### config.mk
export PLATFORM = sky130hd
export DESIGN_NAME = spi_sclk_gen
export DESIGN_NICKNAME = d
export VERILOG_FILES = /design/src/rtl/spi_sclk_gen.sv
export SDC_FILE = /design/constraint.sdc
export NUM_CORES = 1
export LEC_CHECK = 0
export ABC_AREA = 1
export CORE_MARGIN = 4
export CORE_UTILIZATION = 48
export DETAILED_ROUTE_END_ITERATION = 10
export PLACE_DENSITY = 0.73
export SLEW_MARGIN = 20
export SYNTH_ARGS = -nofsm -noshare
export SYNTH_HDL_FRONTEND = slang
export SYNTH_SLANG_ARGS = --single-unit
export TNS_END_PERCENT = 5
### constraint.sdc
create_clock -name clk -period 1.4 [get_ports clk]
set_input_delay 0.21 -clock clk [delete_from_list [all_inputs] [get_ports clk]]
set_output_delay 0.21 -clock clk [all_outputs]
set_load 0.01 [all_outputs]
### src/rtl/spi_sclk_gen.sv
// SPI serial clock generator: runtime half-period divider, burst of nbits SCLK
// cycles with sample/shift strobes, selectable CPOL/CPHA and a trailing guard period.
module spi_sclk_gen #(
   parameter int DIV_W = 10,
   parameter int BIT_W = 6
) (
   input  logic             clk,
   input  logic             rst,
   input  logic             en,
   input  logic             start,
   input  logic [DIV_W-1:0] div,
   input  logic [BIT_W-1:0] nbits,
   input  logic             cpol,
   input  logic             cpha,
   output logic             sclk,
   output logic             sample_stb,
   output logic             shift_stb,
   output logic             busy,
   output logic             done
);

   typedef enum logic {IDLE, RUN} state_t;

   state_t             state_reg, state_next;
   logic [DIV_W-1:0]   cnt_reg, cnt_next;
   logic [BIT_W:0]     edge_reg, edge_next;
   logic [DIV_W-1:0]   div_reg, div_next;
   logic [BIT_W-1:0]   nbits_reg, nbits_next;
   logic               cpol_reg, cpol_next;
   logic               cpha_reg, cpha_next;
   logic               sclk_reg, sclk_next;
   logic               sample_reg, sample_next;
   logic               shift_reg, shift_next;
   logic               done_reg, done_next;

   logic               hp_end;
   logic [BIT_W:0]     last_edge;

   assign hp_end    = (cnt_reg == div_reg);
   assign last_edge = {nbits_reg, 1'b0};

   always_ff @(posedge clk) begin
      if (rst) begin
         state_reg  <= IDLE;
         cnt_reg    <= '0;
         edge_reg   <= '0;
         div_reg    <= '0;
         nbits_reg  <= '0;
         cpol_reg   <= 1'b0;
         cpha_reg   <= 1'b0;
         sclk_reg   <= 1'b0;
         sample_reg <= 1'b0;
         shift_reg  <= 1'b0;
         done_reg   <= 1'b0;
      end else begin
         state_reg  <= state_next;
         cnt_reg    <= cnt_next;
         edge_reg   <= edge_next;
         div_reg    <= div_next;
         nbits_reg  <= nbits_next;
         cpol_reg   <= cpol_next;
         cpha_reg   <= cpha_next;
         sclk_reg   <= sclk_next;
         sample_reg <= sample_next;
         shift_reg  <= shift_next;
         done_reg   <= done_next;
      end
   end

   always_comb begin
      state_next  = state_reg;
      cnt_next    = cnt_reg;
      edge_next   = edge_reg;
      div_next    = div_reg;
      nbits_next  = nbits_reg;
      cpol_next   = cpol_reg;
      cpha_next   = cpha_reg;
      sclk_next   = sclk_reg;
      sample_next = 1'b0;
      shift_next  = 1'b0;
      done_next   = 1'b0;
      case (state_reg)
         IDLE: begin
            sclk_next = cpol;
            cnt_next  = '0;
            edge_next = '0;
            if (en && start && (nbits != '0)) begin
               state_next = RUN;
               div_next   = div;
               nbits_next = nbits;
               cpol_next  = cpol;
               cpha_next  = cpha;
            end
         end
         RUN: begin
            if (!en) begin
               state_next = IDLE;
               sclk_next  = cpol_reg;
               cnt_next   = '0;
               edge_next  = '0;
            end else if (hp_end) begin
               cnt_next = '0;
               // The half-period after the last toggle is a guard with no edge.
               if (edge_reg == last_edge) begin
                  state_next = IDLE;
                  done_next  = 1'b1;
                  sclk_next  = cpol_reg;
                  edge_next  = '0;
               end else begin
                  edge_next = edge_reg + 1'b1;
                  sclk_next = ~sclk_reg;
                  // edge_reg even means this toggle is odd-numbered, i.e. leading.
                  if (!edge_reg[0]) begin
                     sample_next = ~cpha_reg;
                     shift_next  = cpha_reg;
                  end else begin
                     sample_next = cpha_reg;
                     shift_next  = ~cpha_reg;
                  end
               end
            end else begin
               cnt_next = cnt_reg + 1'b1;
            end
         end
         default: state_next = IDLE;
      endcase
   end

   assign sclk       = sclk_reg;
   assign sample_stb = sample_reg;
   assign shift_stb  = shift_reg;
   assign busy       = (state_reg == RUN);
   assign done       = done_reg;

endmodule

; ---- Word level (Yosys, flattened, before mapping)
; Index checks and enable logic that the tools add are counted.
[totals]
rom_bits = 0
reg_bits = 40
wordCells = 46
memories = 0
in_bits = 22
ram_bits = 0
out_inout_bits = 5
latch_bits = 0
[op_classes]
n_mul = 0
n_lt_le_gt_ge = 0
n_div = 0
reduce_logical = 6
n_eq_ne = 3
shifts = 0
bitwise_logic = 5
addsub = 2
muxes = 19
[ops]
columns = cell, n
row1 = two-way mux 7 bit, 3
row2 = two-way mux 10 bit, 2
row3 = case mux 10 bit (2 select lines), 1
row4 = case mux 7 bit (2 select lines), 1
row5 = "adder 10 x 1 -> 10 bit, second input constant", 1
row6 = == test 10 bit, 1
row7 = two-way mux 1 bit, 10
row8 = "adder 7 x 1 -> 7 bit, second input constant", 1
row9 = == test 7 bit, 1
row10 = nonzero test 6 bit, 1
row11 = NOT 1 bit, 5
row12 = OR reduction 5 bit, 1
row13 = case mux 1 bit (2 select lines), 2
row14 = OR reduction 4 bit, 1
row15 = "!= test 3 x 2 -> 1 bit, second input constant", 1
row16 = logical AND 1 bit, 2
row17 = AND reduction 2 bit, 1

; ---- Logic depth before layout (Yosys ltp)
[logic_depth]
word_depth = 5
ltp_mapped = 12
mapped_depth_nobuf = 11

; ---- Least setup slack after synthesis
; Ideal clock, no wire load.
[synth_path]
path_type = register -> register
startpoint = register cnt_reg[2]
endpoint = register edge_reg[6]
path_stages_with_launch = 10
period_less_slack_ps = 1313
arrival_time_ps = 1198
t_required_ps = 1285
setup_ps = 115
path_buffers = 1
setup_slack_ps = 87
cell_sequence = dfxtp_1 xnor2_1 nand2_1 nor2_2 nand3_4 nand2_4 buf_6 nand3_1 nand2_1 nor2_2
[synth_between]
elab_chain_len = 2
[synth_rtl]
columns = item, line_no
row1 = start: declaration, 25  ; logic [DIV_W-1:0] cnt_reg, cnt_next;
row2 = start signal: assignment, 57  ; cnt_reg <= cnt_next;
row3 = == test 10 bit, 39  ; assign hp_end = (cnt_reg == div_reg);
row4 = != test 3 x 2 -> 1 bit (no line), -
row5 = end signal: assignment, 58  ; edge_reg <= edge_next;
row6 = end: declaration, 26  ; logic [BIT_W:0] edge_reg, edge_next;
; No other way between the ends.
; A chain may end at the register's enable or synchronous reset.

; ---- Worst setup path in the final report
[layout_path]
startpoint = register cnt_reg[3]
endpoint = register edge_reg[5]
; The elaborated chain is that of the path after synthesis.

==> results.json <==
{
  "slew_violations": 0,
  "cp-start-kind": "flop",
  "hold_violations": 0,
  "io_pins": 27,
  "yosys-top-cells-area": "dfxtp_1 (42%), nand2_1 (13%), nor2_1 (7.8%)",
  "root_buffer": "clkbuf_8",
  "die_y_um": 71.3,
  "final_cell_count_no_fill": 389,
  "postLayoutCoreUtil_pct": 71.8,
  "p_leak_nw": 1.18,
  "synth.top_cell.area_share_pct": 41.7,
  "cts_sinks": 40,
  "critPathCaptureType": "flop",
  "num_vias": 1867,
  "hold_path_class": "flop to flop",
  "relSlewSlack_pct": 81.0,
  "wl_per_cell_um": 11.5,
  "maxCapViolCount": 0,
  "synth_seq_cells": 40,
  "final_nets": 365,
  "timing.rr.end": "edge_reg[5]",
  "start_util_pct": 50.9,
  "finalPower_mw": 2.36,
  "vias_per_cell": 4.80,
  "status": "finished, final reports clean",
  "crit_path_max_fanout": 5,
  "grt_max_degree": 15,
  "finClkSkew_ns": 0.00332,
  "peakVddDrop_v": 0.000624,
  "wirelength_um": 4480,
  "cts_buffer_depth": 2,
  "post-place-ws_ns": -0.216,
  "synth_area_um2": 1920,
  "whs_ns": 0.456,
  "grt_pass1_vias": 1733,
  "finalSetupViolCount": 0,
  "syn_area_per_cell_um2": 6.96,
  "track_usage_pct": 18.0,
  "diodes": 0,
  "critPathKind": "flop to flop",
  "fin_crit_sh_pct": 97.4,
  "rr_worst_depth": 10,
  "rows": 22,
  "rsz0062_at_grt": "true",
  "ant_nets": 0,
  "gp_congestion": 0.865,
  "drtPass1Iterations": 4,
  "path_clk_slew_ns": 0.07,
  "numCtsBuffers": 5,
  "dp.cells": 378,
  "drc_errors": 0,
  "r2r_setup_slack_ns": 0.04,
  "yosysUniqueCellTypes": 30,
  "post_dp_cell_area_um2": 2480,
  "synth_warnings": 0,
  "synth_cells": 276,
  "syn-num-nets": 300,
  "fin_ws_ns": 0.0360,
  "core_um2": 3770,
  "ys_seq_area_share_pct": 41.7,
  "tightestPinTransition_ns": 0.283,
  "r2r_start": "cnt_reg[3]",
  "fin_area_um2": 2710,
  "die_w_um": 71.3,
  "hp-start": "div_reg[5]",
  "grt_pass1_wl_um": 7490,
  "area_growth_pct": 41.0,
  "setup_tns_ns": 0,
  "arrival_ns": 1.59,
  "cp.required_ns": 1.63,
  "htreeDepth": 2,
  "grt-ovfl-total": 0,
  "hold_depth": 2,
  "cts_hold_buf": 0,
  "die-area_um2": 5080,
  "hpwl_um": 3330,
  "cts_tree": "done",
  "drive_above_1_share_pct": 27.6,
  "holdPathEnd": "div_reg[5]",
  "antenna_found_initial": 0,
  "dr.first_iter.drc_count": 101,
  "clk-insertion-delay-late_ns": 0.29,
  "max_freq_ghz": 0.733,
  "period_needed_ns": 1.36,
  "numPortBuffers": 26,
  "synth.largest_area_cell": "dfxtp_1",
  "p_per_area_nw_per_um2": 871
}
[cell usage after synthesis]
master,n
nand4_1,1
nand2_2,1
ha_1,2
buf_1,1
clkbuf_2,1
or2_1,1
o22ai_1,1
inv_1,30
nor3b_2,1
xnor2_1,7
and3b_1,1
or2_2,1
nor3_1,2
nand2_1,68
nor4_1,3
inv_2,2
nand2_4,1
nand3b_1,1
nand3_4,1
a21oi_1,20
nor2_2,3
xor2_1,6
buf_6,1
buf_2,2
o21ai_0,19
dfxtp_1,40
clkbuf_1,2
a31oi_1,1
nor2_1,40
nand3_1,16
[layer usage]
metal,GRT usage (%),share of wire [%]
met5,0,0
met4,5.64,1.5
met2,29.2,46
met3,3.51,4.4
met1,24.3,48
[kinds of logic after synthesis]
kind of cell / Yosys count / share of synthesized area, %
AO/OA/AOI/OAI: 41 / 10.8
AND/OR/NAND/NOR: 141 / 32.1
XOR/XNOR: 13 / 5.93
flip-flops: 40 / 41.7
adder cells (fa/ha/maj): 2 / 1.30
buffers and inverters: 39 / 8.21
[worst max-delay path, stage by stage, from the launching register on]
cell and delay, ns:
dfxtp_2 0.34, xnor2_2 0.15, nand2_1 0.07, nor2_2 0.15
nand3_4 0.14, nand2_8 0.12, buf_6 0.12, nand2_2 0.04
nand2_1 0.06, nand2_1 0.04, nor2_1 0.07
[worst max-delay path by stage]
stage / startpoint / to / slack, ns / cells after the start
detailed placement: nbits[3] / nbits_reg[4] / -0.22 / 7
global route: cnt_reg[7] / edge_reg[5] / -0.08 / 12
floorplan: cnt_reg[2] / edge_reg[6] / 0.09 / 9
global placement: nbits[2] / div_reg[7] / -0.19 / 7
finish: cnt_reg[3] / edge_reg[5] / 0.04 / 10
CTS: cnt_reg[1] / edge_reg[4] / 0.004 / 8
[layout make-up]
type | count | area (um^2)
multi-input cells | 197 | 1040
flip-flops and latches | 40 | 826
repair buffers | 65 | 587
clock inverters | 1 | 5.00
clock buffers | 6 | 72.6
inverters | 32 | 120
fillers | 313 | 1060
well taps | 48 | 60.1
[timing repair]
item,4_1_cts,5_1_grt
pin swaps,0,12
setup buffers,0,4
resized for setup,4,44
setup endpoints to repair,6,30
[power by group]
part,switching [mW],total [mW],internal [mW],leakage (nW)
combinational,0.212,0.424,0.212,0.800
clock,0.376,0.715,0.339,0.0410
sequential,0.0367,1.22,1.18,0.335
[layout by cell type (no fill, tap or decap), types with 2 or more instances in the layout]
| cell type | synthesis | layout |
|---|---|---|
| nand2_1 | 68 | 64 |
| nor2_1 | 40 | 37 |
| buf_4 | 0 | 34 |
| inv_1 | 30 | 25 |
| clkdlybuf4s50_1 | 0 | 24 |
| dfxtp_1 | 40 | 22 |
| o21ai_0 | 19 | 19 |
| a21oi_1 | 20 | 18 |
| dfxtp_2 | 0 | 17 |
| nand3_1 | 16 | 16 |
| inv_2 | 2 | 7 |
| nor2_2 | 3 | 6 |
| xor2_1 | 6 | 6 |
| nand2_2 | 1 | 5 |
| clkbuf_8 | 0 | 5 |
| xnor2_1 | 7 | 4 |
| xnor2_2 | 0 | 3 |
| buf_6 | 1 | 3 |
| nor4_2 | 0 | 2 |
| a21oi_2 | 0 | 2 |
| dlygate4sd2_1 | 0 | 2 |
| buf_12 | 0 | 2 |
Note: power is estimated with default switching activity, not from simulation.
